--- src/rtl/fir_pkg.sv ---
// -----------------------------------------------------------------------------
// fir_pkg
// Shared types and helpers for the time-multiplexed FIR tap sequencer.
//   - fir_state_e : sequencer states (IDLE / MAC / HOLD)
//   - ptr_width   : width of a tap index / delay-line pointer
//   - cnt_width   : width of a counter that must also hold NUM_TAPS itself
//   - acc_width   : accumulator width that cannot overflow over all taps
//   - round_const : half-LSB constant added before the output shift
//   - saturate    : clamp a wide signed value into a DATA_WIDTH range
// The arithmetic helpers work on 64-bit signed values, so the accumulator
// width (DATA_WIDTH + COEFF_WIDTH + $clog2(NUM_TAPS)) must stay below 64.
// -----------------------------------------------------------------------------
package fir_pkg;

  typedef enum logic [1:0] {
    IDLE = 2'd0,
    MAC  = 2'd1,
    HOLD = 2'd2
  } fir_state_e;

  function automatic int ptr_width(input int num_taps);
    return (num_taps > 1) ? $clog2(num_taps) : 1;
  endfunction

  function automatic int cnt_width(input int num_taps);
    return $clog2(num_taps + 1);
  endfunction

  function automatic int acc_width(input int data_width, input int coeff_width,
                                   input int num_taps);
    return data_width + coeff_width + $clog2(num_taps);
  endfunction

  function automatic logic signed [63:0] round_const(input int coeff_width);
    return 64'sd1 <<< (coeff_width - 2);
  endfunction

  function automatic logic signed [63:0] saturate(input logic signed [63:0] value,
                                                  input int data_width);
    logic signed [63:0] hi;
    logic signed [63:0] lo;
    hi = (64'sd1 <<< (data_width - 1)) - 64'sd1;
    lo = -(64'sd1 <<< (data_width - 1));
    if (value > hi) begin
      return hi;
    end else if (value < lo) begin
      return lo;
    end else begin
      return value;
    end
  endfunction

endpackage

--- src/rtl/fir_tap_sequencer_if.sv ---
// -----------------------------------------------------------------------------
// fir_tap_sequencer_if
// Bundles the sample input handshake, the coefficient configuration port and
// the sample output handshake of the FIR tap sequencer.
//   master : sample source / software / consumer side (drives in_*, cfg_*,
//            out_ready; observes in_ready, cfg_pending, out_valid, out_data)
//   slave  : the sequencer itself
// -----------------------------------------------------------------------------
interface fir_tap_sequencer_if
  import fir_pkg::*;
#(
  parameter int DATA_WIDTH  = 16,
  parameter int COEFF_WIDTH = 16,
  parameter int NUM_TAPS    = 32
);

  localparam int PTR_WIDTH = ptr_width(NUM_TAPS);

  logic                          in_valid;
  logic                          in_ready;
  logic signed [DATA_WIDTH-1:0]  in_data;

  logic                          cfg_we;
  logic        [PTR_WIDTH-1:0]   cfg_addr;
  logic signed [COEFF_WIDTH-1:0] cfg_data;
  logic                          cfg_commit;
  logic                          cfg_pending;

  logic                          out_valid;
  logic                          out_ready;
  logic signed [DATA_WIDTH-1:0]  out_data;

  modport master (
    output in_valid, in_data,
    output cfg_we, cfg_addr, cfg_data, cfg_commit,
    output out_ready,
    input  in_ready, cfg_pending, out_valid, out_data
  );

  modport slave (
    input  in_valid, in_data,
    input  cfg_we, cfg_addr, cfg_data, cfg_commit,
    input  out_ready,
    output in_ready, cfg_pending, out_valid, out_data
  );

endinterface

--- src/rtl/fir_mac_unit.sv ---
// -----------------------------------------------------------------------------
// fir_mac_unit
// Single signed multiply-accumulate lane plus the output conditioning stage.
// Ports:
//   clk, rst  : clock, asynchronous active-high reset
//   clear_i   : zero the accumulator on the next edge (wins over en_i)
//   en_i      : add sample_i * coeff_i into the accumulator on the next edge
//   sample_i  : signed delay-line sample
//   coeff_i   : signed coefficient
//   result_o  : accumulator rounded half-up, shifted by COEFF_WIDTH-1 and
//               saturated to DATA_WIDTH (combinational from the accumulator)
// -----------------------------------------------------------------------------
module fir_mac_unit
  import fir_pkg::*;
#(
  parameter int DATA_WIDTH  = 16,
  parameter int COEFF_WIDTH = 16,
  parameter int NUM_TAPS    = 32
) (
  input  logic                          clk,
  input  logic                          rst,
  input  logic                          clear_i,
  input  logic                          en_i,
  input  logic signed [DATA_WIDTH-1:0]  sample_i,
  input  logic signed [COEFF_WIDTH-1:0] coeff_i,
  output logic signed [DATA_WIDTH-1:0]  result_o
);

  localparam int ACC_WIDTH  = acc_width(DATA_WIDTH, COEFF_WIDTH, NUM_TAPS);
  localparam int PROD_WIDTH = DATA_WIDTH + COEFF_WIDTH;

  logic signed [PROD_WIDTH-1:0] product_s;
  logic signed [ACC_WIDTH-1:0]  acc_q;
  logic signed [ACC_WIDTH-1:0]  acc_d;
  logic signed [63:0]           acc_ext_s;
  logic signed [63:0]           rounded_s;

  // Full-precision signed product; both operands sign-extended first.
  assign product_s = PROD_WIDTH'(sample_i) * PROD_WIDTH'(coeff_i);

  // Accumulator next-state: clear at sample start, add one tap per enable.
  always_comb begin
    acc_d = acc_q;
    if (clear_i) begin
      acc_d = '0;
    end else if (en_i) begin
      acc_d = acc_q + ACC_WIDTH'(product_s);
    end else begin
      acc_d = acc_q;
    end
  end

  // Accumulator register.
  always_ff @(posedge clk or posedge rst) begin
    if (rst) begin
      acc_q <= '0;
    end else begin
      acc_q <= acc_d;
    end
  end

  // Output stage: add half an output LSB, arithmetic shift, then clamp.
  // The arithmetic shift floors, so the added half gives round-half-up.
  always_comb begin
    acc_ext_s = 64'(acc_q);
    rounded_s = (acc_ext_s + round_const(COEFF_WIDTH)) >>> (COEFF_WIDTH - 1);
    result_o  = DATA_WIDTH'(saturate(rounded_s, DATA_WIDTH));
  end

endmodule

--- src/rtl/fir_tap_sequencer.sv ---
// -----------------------------------------------------------------------------
// fir_tap_sequencer
// Time-multiplexed FIR controller. Accepts one sample per input handshake into
// a circular delay line, walks one multiply-accumulate across all NUM_TAPS
// taps, and presents one rounded, saturated output sample held until the
// consumer takes it. Coefficients are double-buffered: software writes the
// shadow bank and commits; the swap happens on the next sample-accept edge so
// every sample sees exactly one coefficient set.
// Ports:
//   clk  : single clock, rising edge
//   rst  : asynchronous active-high reset (discards any in-flight sample)
//   bus  : fir_tap_sequencer_if.slave
//          in_valid/in_ready/in_data        sample input handshake
//          cfg_we/cfg_addr/cfg_data         shadow-bank coefficient write
//          cfg_commit/cfg_pending           bank swap request / status
//          out_valid/out_ready/out_data     sample output handshake
// Timing (accept edge = 0): taps accumulate on edges 1..NUM_TAPS, the output
// is registered on edge NUM_TAPS+1, in_ready returns the cycle after the
// output handshake.
// -----------------------------------------------------------------------------
module fir_tap_sequencer
  import fir_pkg::*;
#(
  parameter int DATA_WIDTH  = 16,
  parameter int COEFF_WIDTH = 16,
  parameter int NUM_TAPS    = 32
) (
  input logic                 clk,
  input logic                 rst,
  fir_tap_sequencer_if.slave  bus
);

  localparam int PTR_WIDTH = ptr_width(NUM_TAPS);
  localparam int CNT_WIDTH = cnt_width(NUM_TAPS);

  localparam logic [CNT_WIDTH-1:0] LAST_CNT = CNT_WIDTH'(NUM_TAPS);
  localparam logic [PTR_WIDTH-1:0] LAST_PTR = PTR_WIDTH'(NUM_TAPS - 1);
  // NUM_TAPS reduced modulo 2^PTR_WIDTH; used for the wrap-around read
  // address, which is correct for any NUM_TAPS since the true result < NUM_TAPS.
  localparam logic [PTR_WIDTH-1:0] NT_MOD   = PTR_WIDTH'(NUM_TAPS);
  localparam logic [PTR_WIDTH:0]   NT_WIDE  = (PTR_WIDTH + 1)'(NUM_TAPS);

  fir_state_e                    state_q;
  fir_state_e                    state_d;
  logic        [PTR_WIDTH-1:0]   wr_ptr_q;
  logic        [PTR_WIDTH-1:0]   wr_ptr_d;
  logic        [CNT_WIDTH-1:0]   tap_cnt_q;
  logic        [CNT_WIDTH-1:0]   tap_cnt_d;
  logic                          out_valid_q;
  logic                          out_valid_d;
  logic signed [DATA_WIDTH-1:0]  out_data_q;
  logic signed [DATA_WIDTH-1:0]  out_data_d;
  logic                          pending_q;
  logic                          pending_d;
  logic                          bank_sel_q;
  logic                          bank_sel_d;

  logic signed [DATA_WIDTH-1:0]  line_q [NUM_TAPS];
  logic signed [COEFF_WIDTH-1:0] bank_q [2][NUM_TAPS];

  logic                          in_ready_s;
  logic                          accept_s;
  logic                          swap_s;
  logic                          cfg_wr_s;
  logic                          shadow_sel_s;
  logic        [PTR_WIDTH-1:0]   tap_idx_s;
  logic        [PTR_WIDTH-1:0]   rd_ptr_s;
  logic signed [DATA_WIDTH-1:0]  sample_s;
  logic signed [COEFF_WIDTH-1:0] coeff_s;
  logic                          mac_clear_s;
  logic                          mac_en_s;
  logic signed [DATA_WIDTH-1:0]  mac_result_s;

  // Handshake qualifiers; in_ready is forced low while reset is asserted.
  always_comb begin
    in_ready_s   = (state_q == IDLE) && !rst;
    accept_s     = bus.in_valid && in_ready_s;
    // A commit arriving on the accept edge itself still applies to this sample.
    swap_s       = accept_s && (pending_q || bus.cfg_commit);
    shadow_sel_s = ~bank_sel_q;
    cfg_wr_s     = bus.cfg_we && ({1'b0, bus.cfg_addr} < NT_WIDE);
  end

  // Tap address generation: tap k reads the sample k steps behind wr_ptr.
  always_comb begin
    tap_idx_s = tap_cnt_q[PTR_WIDTH-1:0];
    if (tap_idx_s <= wr_ptr_q) begin
      rd_ptr_s = wr_ptr_q - tap_idx_s;
    end else begin
      rd_ptr_s = wr_ptr_q + NT_MOD - tap_idx_s;
    end
    sample_s = line_q[rd_ptr_s];
    coeff_s  = bank_q[bank_sel_q][tap_idx_s];
  end

  // Sequencer next-state and datapath control.
  always_comb begin
    state_d     = state_q;
    wr_ptr_d    = wr_ptr_q;
    tap_cnt_d   = tap_cnt_q;
    out_valid_d = out_valid_q;
    out_data_d  = out_data_q;
    mac_clear_s = 1'b0;
    mac_en_s    = 1'b0;
    case (state_q)
      IDLE: begin
        if (accept_s) begin
          state_d     = MAC;
          tap_cnt_d   = '0;
          mac_clear_s = 1'b1;
        end else begin
          state_d = IDLE;
        end
      end
      MAC: begin
        // Counter value NUM_TAPS is the extra cycle that registers the
        // fully accumulated result.
        if (tap_cnt_q == LAST_CNT) begin
          out_data_d  = mac_result_s;
          out_valid_d = 1'b1;
          state_d     = HOLD;
          if (wr_ptr_q == LAST_PTR) begin
            wr_ptr_d = '0;
          end else begin
            wr_ptr_d = wr_ptr_q + PTR_WIDTH'(1);
          end
        end else begin
          mac_en_s  = 1'b1;
          tap_cnt_d = tap_cnt_q + CNT_WIDTH'(1);
        end
      end
      HOLD: begin
        if (bus.out_ready) begin
          out_valid_d = 1'b0;
          state_d     = IDLE;
        end else begin
          state_d = HOLD;
        end
      end
      default: begin
        state_d     = IDLE;
        out_valid_d = 1'b0;
      end
    endcase
  end

  // Commit bookkeeping: pending latches a request until the swap edge.
  always_comb begin
    bank_sel_d = bank_sel_q;
    pending_d  = pending_q;
    if (swap_s) begin
      bank_sel_d = ~bank_sel_q;
      pending_d  = 1'b0;
    end else if (bus.cfg_commit) begin
      pending_d = 1'b1;
    end else begin
      pending_d = pending_q;
    end
  end

  // Control and output registers.
  always_ff @(posedge clk or posedge rst) begin
    if (rst) begin
      state_q     <= IDLE;
      wr_ptr_q    <= '0;
      tap_cnt_q   <= '0;
      out_valid_q <= 1'b0;
      out_data_q  <= '0;
      pending_q   <= 1'b0;
      bank_sel_q  <= 1'b0;
    end else begin
      state_q     <= state_d;
      wr_ptr_q    <= wr_ptr_d;
      tap_cnt_q   <= tap_cnt_d;
      out_valid_q <= out_valid_d;
      out_data_q  <= out_data_d;
      pending_q   <= pending_d;
      bank_sel_q  <= bank_sel_d;
    end
  end

  // Circular delay line: new sample lands at wr_ptr on the accept edge.
  always_ff @(posedge clk or posedge rst) begin
    if (rst) begin
      for (int i = 0; i < NUM_TAPS; i++) begin
        line_q[i] <= '0;
      end
    end else if (accept_s) begin
      line_q[wr_ptr_q] <= bus.in_data;
    end
  end

  // Coefficient banks: writes go to the pre-swap shadow, so a write on the
  // swap edge becomes part of the newly active set.
  always_ff @(posedge clk or posedge rst) begin
    if (rst) begin
      for (int i = 0; i < NUM_TAPS; i++) begin
        bank_q[0][i] <= '0;
        bank_q[1][i] <= '0;
      end
    end else if (cfg_wr_s) begin
      bank_q[shadow_sel_s][bus.cfg_addr] <= bus.cfg_data;
    end
  end

  fir_mac_unit #(
    .DATA_WIDTH  (DATA_WIDTH),
    .COEFF_WIDTH (COEFF_WIDTH),
    .NUM_TAPS    (NUM_TAPS)
  ) u_mac (
    .clk      (clk),
    .rst      (rst),
    .clear_i  (mac_clear_s),
    .en_i     (mac_en_s),
    .sample_i (sample_s),
    .coeff_i  (coeff_s),
    .result_o (mac_result_s)
  );

  assign bus.in_ready    = in_ready_s;
  assign bus.cfg_pending = pending_q;
  assign bus.out_valid   = out_valid_q;
  assign bus.out_data    = out_data_q;

endmodule

--- src/flat_wrapper.sv ---
// flat-port wrapper written by rule: the top's interface ports become plain ports
module fir_tap_sequencer_flat import fir_pkg::*;
#(
  parameter int DATA_WIDTH  = 16,
  parameter int COEFF_WIDTH = 16,
  parameter int NUM_TAPS    = 32
)
  (clk, rst, bus_in_valid, bus_in_data, bus_cfg_we, bus_cfg_addr, bus_cfg_data, bus_cfg_commit, bus_out_ready, bus_in_ready, bus_cfg_pending, bus_out_valid, bus_out_data);
  fir_tap_sequencer_if #(.DATA_WIDTH(DATA_WIDTH), .COEFF_WIDTH(COEFF_WIDTH), .NUM_TAPS(NUM_TAPS)) bus_i ();
  input logic clk;
  input logic rst;
  input wire logic [$bits(bus_i.in_valid)-1:0] bus_in_valid;
  input wire logic [$bits(bus_i.in_data)-1:0] bus_in_data;
  input wire logic [$bits(bus_i.cfg_we)-1:0] bus_cfg_we;
  input wire logic [$bits(bus_i.cfg_addr)-1:0] bus_cfg_addr;
  input wire logic [$bits(bus_i.cfg_data)-1:0] bus_cfg_data;
  input wire logic [$bits(bus_i.cfg_commit)-1:0] bus_cfg_commit;
  input wire logic [$bits(bus_i.out_ready)-1:0] bus_out_ready;
  output wire logic [$bits(bus_i.in_ready)-1:0] bus_in_ready;
  output wire logic [$bits(bus_i.cfg_pending)-1:0] bus_cfg_pending;
  output wire logic [$bits(bus_i.out_valid)-1:0] bus_out_valid;
  output wire logic [$bits(bus_i.out_data)-1:0] bus_out_data;
  assign bus_i.in_valid = bus_in_valid;
  assign bus_i.in_data = bus_in_data;
  assign bus_i.cfg_we = bus_cfg_we;
  assign bus_i.cfg_addr = bus_cfg_addr;
  assign bus_i.cfg_data = bus_cfg_data;
  assign bus_i.cfg_commit = bus_cfg_commit;
  assign bus_i.out_ready = bus_out_ready;
  assign bus_in_ready = bus_i.in_ready;
  assign bus_cfg_pending = bus_i.cfg_pending;
  assign bus_out_valid = bus_i.out_valid;
  assign bus_out_data = bus_i.out_data;
  fir_tap_sequencer #(.DATA_WIDTH(DATA_WIDTH), .COEFF_WIDTH(COEFF_WIDTH), .NUM_TAPS(NUM_TAPS)) u_core (.clk(clk), .rst(rst), .bus(bus_i));
endmodule
--- config.mk ---
export PLATFORM = sky130hd
export DESIGN_NAME = fir_tap_sequencer_flat
export DESIGN_NICKNAME = d
export VERILOG_FILES = /design/src/rtl/fir_pkg.sv /design/src/rtl/fir_tap_sequencer_if.sv /design/src/rtl/fir_mac_unit.sv /design/src/rtl/fir_tap_sequencer.sv /design/src/flat_wrapper.sv
export SDC_FILE = /design/constraint.sdc
export NUM_CORES = 2
export LEC_CHECK = 0
export CORE_MARGIN = 4
export CORE_UTILIZATION = 55
export DETAILED_ROUTE_END_ITERATION = 10
export PLACE_DENSITY = 0.74
export REMOVE_ABC_BUFFERS = 1
export SYNTH_ARGS = -nofsm -noshare
export SYNTH_HDL_FRONTEND = slang
export SYNTH_SLANG_ARGS = --single-unit
--- constraint.sdc ---
create_clock -name clk -period 54.4 [get_ports clk]
set_clock_uncertainty 0.1 [all_clocks]
set_input_delay 10.88 -clock clk [delete_from_list [all_inputs] [get_ports clk]]
set_output_delay 10.88 -clock clk [all_outputs]
set_load 0.03 [all_outputs]
==> metrics.yaml <==
outcome: "finished clean"
cp-start-kind: "input pin"
portBuffers: 61
grt_max_degree: 195
cts_buffers: 165
yosysSeqAreaShare: 0.4740
grt.overflow.total: 0
yosys-top-cells-count: "dfrtp_1 (1605), mux2_2 (1544), mux4_2 (445), inv_1 (357), nand2_1 (324)"
syn-cell-area_um2: 84730
grt_pass1_wl_um: 315400
synth_cell_types: 66
cts_max_path_buffers: 3
slew_headroom: 0.1562
synth_top_area_frac: 0.4740
ys_warn_count: 0
remaining_drc_errors: 0
wl_um: 200700
synthArstFlopShare: 1.000
drive_above_1_share: 0.4111
fin_util: 0.6048
post_cts_buffers: 0
cp.required_ns: 43.42
num-nets-final: 6183
cts_tree: "built"
drtIter0Drc: 3519
max_stage_delay_ns: 0.81
finalHoldViolations: 0
grt_setup_unrepaired: "no"
vias_per_cell: 6.137
drv_slew: 0
fp.coreArea_um2: 152400
synth_seq_cells: 1605
start_util: 0.5558
period_minus_slack_ns: 23.80
wl_per_cell_um: 25.53
first_global_vias: 51930
clk_latency_ns: 0.80
syn_area_per_cell_um2: 14.51
die_y_um: 400.5
path_cells: "clkdlybuf4s50_1 > nor3_1 > clkdlybuf4s50_1"
setup_viol: 0
std_cell_rows: 143
route.vias.total: 48240
cts_hold_buf: 0
worst_ep_arrival_time_ns: 12.82
ant_nets: 0
hpwl_um: 123400
yosysMostFrequentCell: "dfrtp_1"
htreeDepth: 4
cpMostUsedCell: "clkdlybuf4s50_1"
ctsResizeCount: 0
post_dp_cell_area_um2: 86540
cts_sinks: 1605
fin_hold_ws_ns: 0.3683
cts_root_buffer: "clkbuf_16"
cp_slowest_cell: "clkdlybuf4s50_1"
finalSetupTns_ns: 0
max_cap_viol_count: 0
die_w_um: 400.5
cp-end-kind: "output port"
dr.pass1.iters: 5
post-route-period-util: 0.4375
clock.fmax_mhz: 42.02
gp_congestion: 0.8565
ys.flop_type: "dfrtp_1"
synth_area_leader_cell: "dfrtp_1"
hp-class: "flip-flop to flip-flop"
track_usage: 0.2538
antenna_found_initial: 8
synth.area.top_cells: "dfrtp_1 (47%), mux2_2 (21%), mux4_2 (12%)"
dieArea_um2: 160400
area_growth_pct: 8.814
path_class: "input pin to output port"
fin_area_um2: 92200
clk_pin_slew_ns: 0.06
crit_fanout: 7
worst_slew_pin_slew_ns: 1.266
ios: 62
synth_edf_count: 0
synthCells: 5840
## critical path, delay by kind of cell
family                 cells  cell delay [ns]
buffers and inverters      2             1.32
AND/OR/NAND/NOR            1             0.62
## layout by cell type (no fill, tap or decap), types with 11 or more instances in the layout
cell / netlist / routed
clkinv_2: 0 / 19
buf_2: 75 / 16
and2_1: 31 / 31
fa_1: 320 / 319
clkbuf_8: 0 / 43
clkbuf_1: 298 / 36
mux4_2: 445 / 445
bufinv_16: 0 / 12
buf_4: 20 / 79
ha_1: 120 / 119
nor2_2: 0 / 13
clkdlybuf4s50_1: 0 / 45
mux4_1: 24 / 24
clkbuf_16: 0 / 165
nand4_1: 11 / 11
mux2i_1: 15 / 14
o22a_1: 15 / 15
nand3_1: 48 / 48
and3_1: 21 / 21
nand2_1: 324 / 323
a31oi_1: 16 / 16
nor2_1: 117 / 104
a21oi_1: 47 / 47
nor2b_1: 59 / 56
xnor2_1: 26 / 25
o21ai_0: 60 / 60
inv_1: 357 / 356
xor2_1: 36 / 35
dfrtp_1: 1605 / 1602
nand2b_1: 34 / 33
mux2_2: 1544 / 1544
## cell families after synthesis
family / share of synthesized area
adder cells (fa/ha/maj): 0.09332
multiplexers: 0.3336
flip-flops: 0.4740
AO/OA/AOI/OAI: 0.01426
XOR/XNOR: 0.006409
buffers and inverters: 0.04031
AND/OR/NAND/NOR: 0.03811
## path summary, 6_finish.rpt
check	start	endpoint	slack [ns]	cells after the start
max	rst	bus_in_ready	30.60	3
min	u_core.bus.out_data[15]	u_core.bus.out_data[15]	0.37	2
max reg2reg	u_core.tap_cnt_q[0]	u_core.u_mac.acc_q[36]	42.58	31
min reg2reg	u_core.bus.out_data[15]	u_core.bus.out_data[15]	0.37	2
max in group asynchronous	rst	u_core.bank_q[319]	39.90	6
min in group asynchronous	rst	u_core.u_mac.acc_q[34]	10.63	2
## state kept, by name, summed over array words and instances (netlist names)
name                    flops
u_core.bank_q            1024
u_core.bank_sel_q           1
u_core.bus.cfg_pending      1
u_core.bus.out_data        16
u_core.bus.out_valid        1
u_core.line_q             512
u_core.state_q              2
u_core.tap_cnt_q            6
u_core.u_mac.acc_q         37
u_core.wr_ptr_q             5
## through the flow
step,setup slack (ns),std cells
2_1_floorplan,-1.869,5388
3_3_place_gp,30.59,7563
4_1_cts,30.57,7858
3_5_place_dp,30.58,7563
5_1_grt,30.48,7858
6_report,30.60,7861
## metal layers
layer	wire length (um)	vias to the layer above	track usage
met3	11360	335	0.04747
met5	50	-	0
li1	-	20450	-
met1	84490	26190	0.3481
met4	5174	6	0.06445
met2	99620	1264	0.4229
## final cells by class
class / instances / area [um2]
diodes: 3 / 7.507
clock buffers: 244 / 4856
clock inverters: 51 / 797.0
fillers: 11390 / 60240
inverters: 361 / 1365
multi-input cells: 3422 / 41240
flip-flops and latches: 1605 / 40170
well taps: 2030 / 2540
repair buffers: 145 / 1224
Power is not shown: default switching activity piles up to over one toggle a cycle in this logic, so the estimate is an artifact.
